<file path="src/rtl/seq_addsub.sv">
// seq_addsub: multi-cycle adder/subtractor, DIGIT bits per clock over WIDTH/DIGIT cycles, valid/ready on both sides.
// Subtract mode is present only when SEQ_ADDSUB_SUB_EN is defined; otherwise sub is ignored.
module seq_addsub #(
  parameter int WIDTH = 8,
  parameter int DIGIT = 2
) (
  input  logic             clk,
  input  logic             rst_n,
  input  logic             in_valid,
  output logic             in_ready,
  input  logic [WIDTH-1:0] a,
  input  logic [WIDTH-1:0] b,
  input  logic             c_in,
  input  logic             sub,
  output logic             out_valid,
  input  logic             out_ready,
  output logic [WIDTH-1:0] sum,
  output logic             c_out,
  output logic             ovf
);
  localparam int N = WIDTH / DIGIT;
  localparam int CW = N > 1 ? $clog2(N) : 1;
  localparam int SW = DIGIT + 1;
  localparam logic [1:0] IDLE = 2'd0, RUN = 2'd1, DONE = 2'd2;
  logic [1:0] state;
  logic [WIDTH-1:0] a_sr, b_sr, b_ld;
  logic [CW-1:0] cnt;
  logic carry, cy_ld, msb_cin, last;
  logic [DIGIT:0] slice;
`ifdef SEQ_ADDSUB_SUB_EN
  assign b_ld = sub ? ~b : b;
  assign cy_ld = c_in ^ sub;
`else
  logic unused_sub;
  assign unused_sub = sub;
  assign b_ld = b;
  assign cy_ld = c_in;
`endif
  assign in_ready = state == IDLE;
  assign out_valid = state == DONE;
  assign last = cnt == CW'(N - 1);
  assign slice = {1'b0, a_sr[DIGIT-1:0]} + {1'b0, b_sr[DIGIT-1:0]} + SW'(carry);
  // carry into the MSB recovered from the top slice's sum bit, no second adder needed
  assign msb_cin = slice[DIGIT-1] ^ a_sr[DIGIT-1] ^ b_sr[DIGIT-1];
  always_ff @(posedge clk or negedge rst_n) begin
    if (!rst_n) begin
      state <= IDLE;
      a_sr <= '0;
      b_sr <= '0;
      sum <= '0;
      carry <= 1'b0;
      cnt <= '0;
      c_out <= 1'b0;
      ovf <= 1'b0;
    end else if (state == IDLE) begin
      if (in_valid) begin
        a_sr <= a;
        b_sr <= b_ld;
        carry <= cy_ld;
        cnt <= '0;
        state <= RUN;
      end
    end else if (state == RUN) begin
      a_sr <= a_sr >> DIGIT;
      b_sr <= b_sr >> DIGIT;
      sum <= (sum >> DIGIT) | (WIDTH'(slice[DIGIT-1:0]) << (WIDTH - DIGIT));
      carry <= slice[DIGIT];
      cnt <= cnt + CW'(1);
      if (last) begin
        c_out <= slice[DIGIT];
        ovf <= msb_cin ^ slice[DIGIT];
        state <= DONE;
      end
    end else if (out_ready) begin
      state <= IDLE;
    end
  end
endmodule
</file>
<file path="config.mk">
export PLATFORM = sky130hd
export DESIGN_NAME = seq_addsub
export DESIGN_NICKNAME = d
export VERILOG_FILES = /design/src/rtl/seq_addsub.sv
export SDC_FILE = /design/constraint.sdc
export NUM_CORES = 1
export LEC_CHECK = 0
export CAP_MARGIN = 20
export CORE_MARGIN = 4
export CORE_UTILIZATION = 55
export DETAILED_ROUTE_END_ITERATION = 12
export DONT_BUFFER_PORTS = 1
export PLACE_DENSITY_LB_ADDON = 0.05
export RECOVER_POWER = 50
export SKIP_CTS_REPAIR_TIMING = 1
export SLEW_MARGIN = 20
export SYNTH_ARGS = -nofsm -noshare
export SYNTH_HDL_FRONTEND = slang
export SYNTH_SLANG_ARGS = --single-unit
export TNS_END_PERCENT = 50
</file>
<file path="constraint.sdc">
create_clock -name clk -period 1.6 [get_ports clk]
set_input_delay 0.16 -clock clk [delete_from_list [all_inputs] [get_ports clk]]
set_output_delay 0.16 -clock clk [all_outputs]
set_load 0.1 [all_outputs]
</file>
-- After elaboration in Yosys (flattened, before gate mapping)
Cells that the tools add are included.
- memories kept: 0
- memory bits (writable): 0
- latch bits: 0
- output and inout bits: 12
- bits in read-only memories: 0
- bits in registers: 31
- logic and storage cells: 45
- bits of input ports: 22
- eq/ne operators: 5
- multipliers: 0
- muxes and demuxes: 17
- reduce and logical (&&, ||, !) cells: 7
- magnitude comparators: 0
- div/mod/pow operators: 0
- add/subtract/negate cells: 3
- bitwise operators: 5
- shifts and indexed selects: 0
- operator list (cell ; count):
    $mux W8 ; 6
    $mux W2 ; 8
    $or A6 B8 Y8 ; 1
    $reduce_and A3 Y1 ; 2
    $eq A2 B2 Y1 const B ; 2
    $reduce_and A2 Y1 ; 2
    $add A2 B2 Y3 ; 1
    $add A3 B1 Y3 ; 1
    $mux W1 ; 3
    $ne A3 B3 Y1 const B ; 1
    $reduce_bool A3 Y1 ; 1
    $xor A1 B1 Y1 ; 3
    $add A2 B1 Y2 const B ; 1
    $eq A2 B1 Y1 const B ; 1
    $logic_not A2 Y1 ; 1
    $ne A2 B2 Y1 const B ; 1
    $reduce_bool A2 Y1 ; 1
    $not A1 Y1 ; 1

-- Logic depth before layout (Yosys ltp)
- depth after elaboration: 5
- gate-level depth with buffers: 6

-- Worst setup path before layout
No wires, ideal clock.
- path kind: flip-flop to output port
- from: register state[1]
- to: output out_valid
- cell stages (with the launch flop): 5
- path slack: -0.561 ns
- arrival time: 2.001 ns
- path through: dfrtp_1 > buf_2 > inv_2 > buf_2 > nor2_1
- word-level cells in the longest chain between the ends: 1
- ends and longest elaborated chain (element ; RTL line ; source):
    start, declared ; 25 ; logic [1:0] state;
    start signal, assigned ; 47 ; state <= IDLE;
    start signal, assigned ; 61 ; state <= RUN;
    start signal, assigned ; 72 ; state <= DONE;
    $eq A2 B2 Y1 ; 40 ; assign out_valid = state == DONE;
    end, declared ; 15 ; output logic out_valid,
No other way between the ends.

-- Worst setup path after layout
- from: register a_sr[0]
- to: register ovf
- word-level cells in the longest chain between the ends: 5
- ends and longest elaborated chain (element ; RTL line ; source):
    start, declared ; 26 ; logic [WIDTH-1:0] a_sr, b_sr, b_ld;
    start signal, assigned ; 64 ; a_sr <= a_sr >> DIGIT;
    $add A2 B2 Y3 * ; 42 ; assign slice = {1'b0, a_sr[DIGIT-1:0]} + {1'b0, b_sr[DIGIT-1:0]} + SW'(carry);
    $add A3 B1 Y3 * ; 42 ;
    $xor A1 B1 Y1 (2 in a row) ; 44 ; assign msb_cin = slice[DIGIT-1] ^ a_sr[DIGIT-1] ^ b_sr[DIGIT-1];
    $xor A1 B1 Y1 * ; 71 ; ovf <= msb_cin ^ slice[DIGIT];
    end signal, assigned ; 71 ;
    end, declared ; 19 ; output logic ovf
Every way passes the cells marked *; elsewhere a longest branch is shown, timed or not.
A chain may end at the register's enable or synchronous reset.

==> results.toml <==
[status]
status = "complete, but fails checks"
violations = "setup timing"

[grt]
antenna_found_initial = 0
grt_max_degree = 32
grt_first_pass_wirelength_mm = 5.09
grt_usage_pct = 19.7
grt_pass1_vias = 1123
gr-total-overflow = 0

[worst_setup_path]
max_stage_delay_ns = 0.57
reg2regPathDepth = 6
worst_ep_arrival_time_ns = 2.04
crit_family = "adder cells"
cp_common_cell = "fa_2"
crit_chain = "inv_1 > fa_2 > fa_2 > xnor2_2 > xnor2_1 > o21ai_1"
cp.required_ns = 1.80
criticalPathCategory = "reg2reg"
cp_max_fo = 2
crit_cells = 6
slowest_stage = "fa_2"
cp-end-kind = "flop"
path_buf_inv = 1
cp-start-kind = "flop"

[yosys]
synth_fp_nets = 148
synthTopCellsByCount = "dfrtp_1, o22ai_1, inv_1, o21ai_0, nand2_1"
synth_top_cell_by_area = "dfrtp_1"
netlist_area_mm2 = 0.00140
synthDistinctLibCells = 27
synthFlopType = "dfrtp_1"
syn_inst = 123
synth_top_area_share_pct = 55.3
syn_area_per_cell_um2 = 11.4
synth_most_common_cell = "dfrtp_1"
synth-edff-count = 0
yosys_warnings = 0
synth_seq_cells = 31
synth_area_leaders = "dfrtp_1, o22ai_1, mux2_2"
synth-async-reset-ratio_pct = 100
synth_seq_area_share_pct = 55.3

[clock_network]
cts_buffers = 5
cts_tree = "built"
cts_buffer_depth = 2
cts.sinks = 31
cts.reportedPaths.clkPinSlew_ns = 0.10
htree_levels = 2
clock_latency_ns = 0.32
clock-root-buffer = "clkbuf_4"

[sta]
hold_viol = 0
rsz0062_at_grt = "true"
setup_slack_ns = -0.238
tightest_slew_ns = 0.749
finalSetupViolations = 1
timing.fmax_ghz = 0.544
finalCriticalPeriod_ns = 1.84
fin_hold_ws_ns = 0.0349
relSlewSlack_pct = 50.1
finalCritPeriodShare_pct = 115
finalClockSkew_ns = 0.0105
maxSlewViolCount = 0

[drt]
drc_errors = 0
initialDrtViolationCount = 19
vias_per_cell = 5.67
ant_nets = 0
drt_wl_total_mm = 3.09
vias = 1061
first_pass_iters = 4
avgRoutedWirePerCell_um = 16.5

[cells_and_area]
diodes = 0
fin_nets = 181
fin_cells = 187
area_delta_synth_final_pct = 24.8
drive_gt1_share_pct = 30.6
stdcell_area_mm2 = 0.00175

[placed_design]
dpl_cell_area_mm2 = 0.00160
io_buffers = 0
post-place-cells = 171
place_hpwl_mm = 2.24
gp_congestion = 0.753

[floorplanning]
core_mm2 = 0.00245
die_w_um = 58.5
rows = 18
die_h_um = 58.5
pin_count = 34
dieArea_mm2 = 0.00342
start_util_pct = 57.2

[run]
cap_violations = 0

[hold_path]
worstHoldPathCells = 2
hp-class = "in2reg"
-- kinds of logic after synthesis --
family	Yosys count	share of synthesized area, %
muxes	7	5.53
AOI/OAI and AO/OA	43	21.5
adders and majority gates	3	3.74
DFF	31	55.3
xor gates and xnor gates	3	1.87
buffers and inverters	16	5.17
and+or+nand+nor	20	6.95
-- layer usage --
| metal | wire length [um] | share of wire, % | vias up | track usage, % |
|---|---|---|---|---|
| met1 | 1330 | 43 | 517 | 24.7 |
| met4 | 22 | 0.71 | 0 | 6.62 |
| met3 | 200 | 6.5 | 4 | 6.36 |
| met2 | 1540 | 50 | 31 | 32.1 |
| met5 | 0 | 0 | - | 0 |
| li1 | - | - | 509 | - |
-- layout by cell type, fill, tap and decap left out, drive strengths merged --
cell / instances
a21o: 1
a21oi: 3
a221o: 3
a22o: 3
a22oi: 2
a2bb2oi: 5
a32o: 1
and2: 1
and2b: 1
buf: 22
clkbuf: 12
dfrtp: 31
dlygate4sd3: 6
fa: 2
ha: 1
inv: 10
mux2: 6
mux2i: 1
nand2: 7
nand2b: 5
nand3b: 1
nor2: 5
o21ai: 9
o21bai: 1
o22ai: 12
o2bb2ai: 3
xnor2: 3
-- worst register-to-register path, cell delays in order (launching register included) --
cell	delay, ns
dfrtp_1	0.37
inv_1	0.08
fa_2	0.35
fa_2	0.57
xnor2_2	0.12
xnor2_1	0.14
o21ai_1	0.09
-- final timing paths --
kind,from,to,slack [ns]
worst max-delay path,a_sr[0],ovf,-0.24
worst min register to register,cnt[0],cnt[0],0.51
max in group asynchronous,rst_n,state[1],0.63
min in group asynchronous,rst_n,cnt[1],0.44
worst min-delay path,in_valid,a_sr[4],0.03
worst max register to register,a_sr[0],ovf,-0.24
-- through the flow --
| step | utilization, % | TNS (ns) | worst slack [ns] |
|---|---|---|---|
| after CTS | 68.1 | -0.476 | -0.327 |
| after global routing | 71.4 | -0.383 | -0.317 |
| after detailed placement | 65.3 | -0.415 | -0.309 |
| after global placement | 65.3 | -0.232 | -0.217 |
| after floorplan | - | -0.283 | -0.179 |
| final | 71.4 | -0.238 | -0.238 |
-- flip-flops by register name, summed over array words and instances, names as in the netlist --
register / flops
a_sr: 8
b_sr: 8
c_out: 1
carry: 1
cnt: 2
ovf: 1
state: 2
sum: 8
-- cell type report --
cell class | instances | area, um^2
sequential | 31 | 777
fill | 188 | 703
multi-input combinational | 76 | 573
timing repair buffer | 32 | 258
clock buffer | 8 | 68.8
inverter | 10 | 37.5
tap | 30 | 37.5
Power is not shown: default switching activity piles up to over one toggle a cycle in this logic, so the estimate is an artifact.
